**src/rtl/dsp_pkg.sv**
```systemverilog
// Shared DSP definitions: P-register geometry and serializer FSM state type.
package dsp_pkg;

  localparam int P_WIDTH = 48;
  localparam int BYTE_W  = 8;

  typedef enum logic {
    IDLE = 1'b0,
    SEND = 1'b1
  } ser_state_t;

endpackage

```
**src/rtl/dsp_p_serializer.sv**
```systemverilog
// Serializes a DSP P-register result word into a byte stream with
// valid/ready handshakes on both sides; back-to-back words have no gap.
module dsp_p_serializer
  import dsp_pkg::*;
#(
  parameter int NBYTES    = P_WIDTH / BYTE_W,
  parameter bit LSB_FIRST = 1'b1
) (
  input  logic                     clk,
  input  logic                     reset,
  input  logic                     clken,
  input  logic [BYTE_W*NBYTES-1:0] p_in,
  input  logic                     p_valid,
  output logic                     p_ready,
  output logic [BYTE_W-1:0]        dout,
  output logic                     dout_valid,
  input  logic                     dout_ready,
  output logic                     dout_last
);

  localparam int W     = BYTE_W * NBYTES;
  localparam int CNT_W = (NBYTES > 1) ? $clog2(NBYTES) : 1;
  localparam logic [CNT_W-1:0] LAST_CNT = CNT_W'(NBYTES - 1);

  ser_state_t       state;
  logic [W-1:0]     shreg;
  logic [CNT_W-1:0] count;
  logic             in_hs;
  logic             out_hs;

  always_comb begin
    dout_valid = (state == SEND);
    dout_last  = (state == SEND) && (count == LAST_CNT);
    p_ready    = (state == IDLE) || (dout_last && dout_ready);
    in_hs      = clken && p_valid && p_ready;
    out_hs     = clken && dout_valid && dout_ready;
    if (LSB_FIRST)
      dout = shreg[BYTE_W-1:0];
    else
      dout = shreg[W-1 -: BYTE_W];
  end

  // The last byte is shifted out as well, so an idle serializer presents zero.
  always_ff @(posedge clk or posedge reset) begin
    if (reset) begin
      state <= IDLE;
      shreg <= '0;
      count <= '0;
    end else if (clken) begin
      case (state)
        IDLE: begin
          if (in_hs) begin
            shreg <= p_in;
            count <= '0;
            state <= SEND;
          end
        end
        SEND: begin
          if (in_hs) begin
            shreg <= p_in;
            count <= '0;
          end else if (out_hs) begin
            if (LSB_FIRST)
              shreg <= shreg >> BYTE_W;
            else
              shreg <= shreg << BYTE_W;
            if (dout_last) begin
              count <= '0;
              state <= IDLE;
            end else begin
              count <= count + 1'b1;
            end
          end
        end
        default: begin
          state <= IDLE;
        end
      endcase
    end
  end

endmodule

```
**config.mk**
```make
export PLATFORM = sky130hd
export DESIGN_NAME = dsp_p_serializer
export DESIGN_NICKNAME = d
export VERILOG_FILES = /design/src/rtl/dsp_pkg.sv /design/src/rtl/dsp_p_serializer.sv
export SDC_FILE = /design/constraint.sdc
export NUM_CORES = 1
export LEC_CHECK = 0
export BUFFER_PORTS_ARGS = -buffer_cell sky130_fd_sc_hd__buf_2
export CORE_ASPECT_RATIO = 1.25
export CORE_MARGIN = 1.5
export CORE_UTILIZATION = 51
export DETAILED_ROUTE_END_ITERATION = 8
export HOLD_SLACK_MARGIN = 0.12
export PLACE_DENSITY_LB_ADDON = 0.12
export SLEW_MARGIN = 20
export SYNTH_ARGS = -nofsm -noshare
export SYNTH_HDL_FRONTEND = slang
export SYNTH_SLANG_ARGS = --single-unit
```
**constraint.sdc**
```tcl
create_clock -name clk -period 3.4 [get_ports clk]
set_clock_uncertainty 0.1 [all_clocks]
set_input_delay 0.51 -clock clk [delete_from_list [all_inputs] [get_ports clk]]
set_output_delay 0.51 -clock clk [all_outputs]
set_load 0.005 [all_outputs]
```
---- Word level (Yosys, flattened, before mapping) ----
Cells that the tools add are included.
storage, ports and cells
  register bits after elaboration ......... 52
  input port bits ......................... 53
  output and inout port bits .............. 11
  word-level logic and storage cells ...... 30
operators by class
  add/sub/neg operators ................... 1
  equal/unequal tests ..................... 3
  multiplexer cells ....................... 14
  bitwise gates (word level) .............. 1
  reduce and logical (&&, ||, !) cells .... 8
operator list
  operator             number
  $mux 48              3
  $pmux 48 s2          1
  $mux 3               4
  $logic_and 1x1->1    6
  $pmux 3 s2           1
  $mux 1               4
  $add 3x1->3 const B  1
  $eq 3x3->1 const B   1
  $ne 3x1->1 const B   1
  $reduce_and 3->1     1
  $ne 2x2->1 const B   1
  $pmux 1 s2           1
  $logic_or 1x1->1     1
  $not 1->1            1

---- Depth between registers and ports, before layout ----
  word-level depth ........................ 7
  depth in mapped cells ................... 8
  mapped depth without buffers ............ 6

---- Least setup slack after synthesis ----
No wires, ideal clock.
  path type ............................... reg2reg
  start ................................... register count[0]
  end ..................................... register shreg[10]
  setup time .............................. 77 ps
  data arrival time ....................... 1,422 ps
  required time ........................... 3,223 ps
  slack ................................... 1,801 ps
  cell stages (with the launch flop) ...... 7
  buffers on the path ..................... 1
  period minus slack after synthesis ...... 1,599 ps
  cell sequence ........................... dfrtp_1 -> ha_1 -> nand4_1 -> o21a_1 -> buf_1 -> a21oi_1 -> a21oi_1
on the way
  word-level cells in the longest chain between the ends .. 7
  elaborated cells on any way between the ends .. 10
  classes of those cells .................. 3 x eq/ne; 2 x mux; 5 x reduce/logical
ends and longest elaborated chain
  item                                                       line                    source
  start: declaration                                         dsp_p_serializer.sv:27  logic [CNT_W-1:0] count;
  start signal: assignment                                   dsp_p_serializer.sv:71  count <= count + 1'b1;
  $eq 3x3->1 (*)                                             dsp_p_serializer.sv:33  dout_last = (state == SEND) && (count == LAST_CNT);
  $logic_and 1x1->1 (*)                                      dsp_p_serializer.sv:33
  $logic_and 1x1->1 (*)                                      dsp_p_serializer.sv:34  p_ready = (state == IDLE) || (dout_last && dout_ready);
  $logic_or 1x1->1 (*)                                       dsp_p_serializer.sv:34
  $logic_and 1x1->1 (*)                                      dsp_p_serializer.sv:35  in_hs = clken && p_valid && p_ready;
  $ne 3x1->1 (no line), or another cell as far along         -
  $reduce_and 3->1 (no line) or $pmux 48 s2 (tied branches)  -
  end signal: assignment                                     dsp_p_serializer.sv:53  shreg <= p_in;
  end signal: assignment                                     dsp_p_serializer.sv:60  shreg <= p_in;
  end signal: assignment                                     dsp_p_serializer.sv:64  shreg <= shreg >> BYTE_W;
  end: declaration                                           dsp_p_serializer.sv:26  logic [W-1:0] shreg;
Every way passes the cells marked *; elsewhere a longest branch is shown, timed or not.
A chain may end at the register's enable or synchronous reset.

---- Final worst setup path ----
  start ................................... register count[1]
  end ..................................... register shreg[2]
Same word-level chain as after synthesis.

==> reports/metrics.cfg <==
[pwr]
p_sw_w = 0.000781
p_per_area_nw_per_um2 = 767
swShare = 0.358
ir_drop_uv = 416
leakagePower_nw = 1.29
seq_power_share = 0.480
power_frac_comb = 0.329
p_int_w = 0.00140
clock_power_share = 0.191

[worst_setup_path]
crit_arrival_ps = 2360
setup.worst_path.end_class = register
crit_end = shreg[2]
critPathKind = register to register
rr_startpoint = count[1]
worstPathCellList = inv_1 -> ha_1 -> nand4_1 -> o21ai_4 -> buf_4 -> nand2_1 -> a21oi_1
worst-path-buf-inv = 2
crit_fanout = 26
required_ps = 3520
cpLargestDelayFamily = compound AO/OA/AOI/OAI gates
worst-path-stages = 7
slowest_delay_ps = 560
startpoint = count[1]
rrSetupSlack_ps = 1160
r2r_end = shreg[2]
start_kind = register
cp_slowest_cell = o21ai_4
r2r_cells = 7

[synthesis]
ys_types = 25
synth_cells = 290
post_synth.cell_area_avg_um2 = 8.69
synth-edff-count = 0
synth_area_leader_cell = dfrtp_1
synth_top_area_frac = 0.516
yosysWarnings = 0
synth_area_leaders = dfrtp_1 (52%), a21oi_1 (16%), nand2_1 (9.1%)
yosysSeqAreaShare = 0.516
netlist_top_cells_count = a21oi_1 (80), nand2_1 (61), dfrtp_1 (52), nor2_1 (21), nor2_2 (20)
synth_top_flop_cell = dfrtp_1
synth_most_common_cell = a21oi_1
syn-num-nets = 345
synthArstFlopShare = 1.00
synth-seq-cells = 52
syn_area_um2 = 2520

[sta]
setup_ws_ps = 1160
drv_slew = 0
setup_viol = 0
worst_pin_slew_ps = 965
fmax_ghz = 0.447
fin_crit_ps = 2240
totalNegativeSetupSlack_ps = 0
post-route-period-util = 0.658
slew_headroom = 0.355
rsz0062_at_grt = no
hold_violations = 0

[floorplan]
io_pins = 64
die_w_um = 65.9
die_h_um = 81.6
die_area_um2 = 5380
start_util = 0.533
rows = 28
coreArea_um2 = 4730

[place]
io_buffers = 63
gp_congestion = 0.791
hpwlAfterDp_um = 3290
preCtsSetupSlack_ps = 1140

[global_route]
grt_max_degree = 54
grt.overflow.total = 0
antenna_found_initial = 0
grt_pass1_vias = 1920
grt_pass1_wl_um = 8670
grt_util_all_layers = 0.210

[routing]
drc = 0
routed_wl_um = 5270
drtIter0Drc = 208
drtPass1Iterations = 4
vias = 2076
wl_per_cell_um = 13.3
detail-route-antenna-nets = 0
vias_per_cell = 5.26

[cts]
clk_pin_slew_ps = 90
holdBufCountCts = 0
post_cts_buffers = 0
cts_tree = yes
clk_path_buf_depth = 2
cts_root_buf = clkbuf_8
cts_buffers = 5
cts_resized = 0
cts_max_level = 2
clock_latency_ps = 310
clock-sinks = 52

[final_layout]
final_util = 0.602
fillers = 464
multiInputGateArea_um2 = 1020
final_nets = 389
drive_gt1_frac = 0.290
n_antenna_cell = 0
final-seq-area_um2 = 1300
area_growth_pct = 12.9

[worst_hold_path]
hp-class = primary input to async pin

[outcome]
status = finished clean

[job]
maxCapViolations = 0

-- layout make-up --
class / instances / area share
multi-input cells: 207 / 0.358
clock buffers: 6 / 0.0255
clock inverters: 2 / 0.0123
well taps: 60 / 0.0264
repair buffers: 65 / 0.116
inverters: 3 / 0.00484
flip-flops and latches: 52 / 0.457
-- how the worst min path moves through the flow --
stage              start   endpoint  slack, ps  cells past startpoint
2_1_floorplan  shreg[40]  shreg[40]        340                      2
3_3_place_gp   shreg[46]  shreg[46]        350                      2
3_5_place_dp   shreg[43]  shreg[43]        360                      2
4_1_cts            reset  shreg[13]        220                      2
5_1_grt            reset  shreg[10]        240                      2
6_report           reset  shreg[10]        180                      2
-- through the flow --
| stage | hold slack, ps | cell area [um^2] | std cells | total power [W] |
|---|---|---|---|---|
| after floorplan | 339 | 2520 | 290 | 0.00165 |
| after global placement | 350 | 2740 | 387 | 0.00175 |
| after detailed placement | 357 | 2740 | 387 | 0.00178 |
| after CTS | 217 | 2850 | 395 | 0.00220 |
| after global routing | 244 | 2850 | 395 | 0.00235 |
| final | 183 | 2850 | 395 | 0.00218 |
-- layout by cell type, fill, tap and decap left out, drive strengths merged, types with 2 or more instances in the layout --
cell,netlist,routed
inv,3,3
a21oi,80,80
a22o,2,2
nand2,62,62
clkbuf,3,6
dfrtp,52,52
nand3,10,10
nor2,41,41
ha,2,2
buf,25,65
o21ai,2,2
-- per-layer routing --
| layer | GRT usage | vias to the layer above | part of all wire |
|---|---|---|---|
| met4 | 0.0563 | 0 | 0.012 |
| met1 | 0.270 | 981 | 0.45 |
| met5 | 0 | - | 0 |
| li1 | - | 1037 | - |
| met3 | 0.0493 | 5 | 0.052 |
| met2 | 0.357 | 53 | 0.49 |
-- power groups by stage --
stage,registers (W),clock network (W),logic [W]
2_1_floorplan,0.00101,0,0.000637
3_3_place_gp,0.00105,0,0.000705
3_5_place_dp,0.00106,0,0.000723
4_1_cts,0.00105,0.000426,0.000727
5_1_grt,0.00108,0.000447,0.000824
6_report,0.00105,0.000417,0.000718
-- cell families after synthesis --
logic type               after synthesis  share of synthesized area
AND/OR/NAND/NOR                      117                      0.204
AO/OA/AOI/OAI                         87                      0.179
flip-flops                            52                      0.516
buffers and inverters                 31                     0.0849
adder cells (fa/ha/maj)                2                    0.00992
multiplexers                           1                    0.00595
-- registers in the layout (all words and copies together), names as in the netlist --
signal / cells
count: 3
dout_valid: 1
shreg: 48
Note: power is estimated with default switching activity, not from simulation.
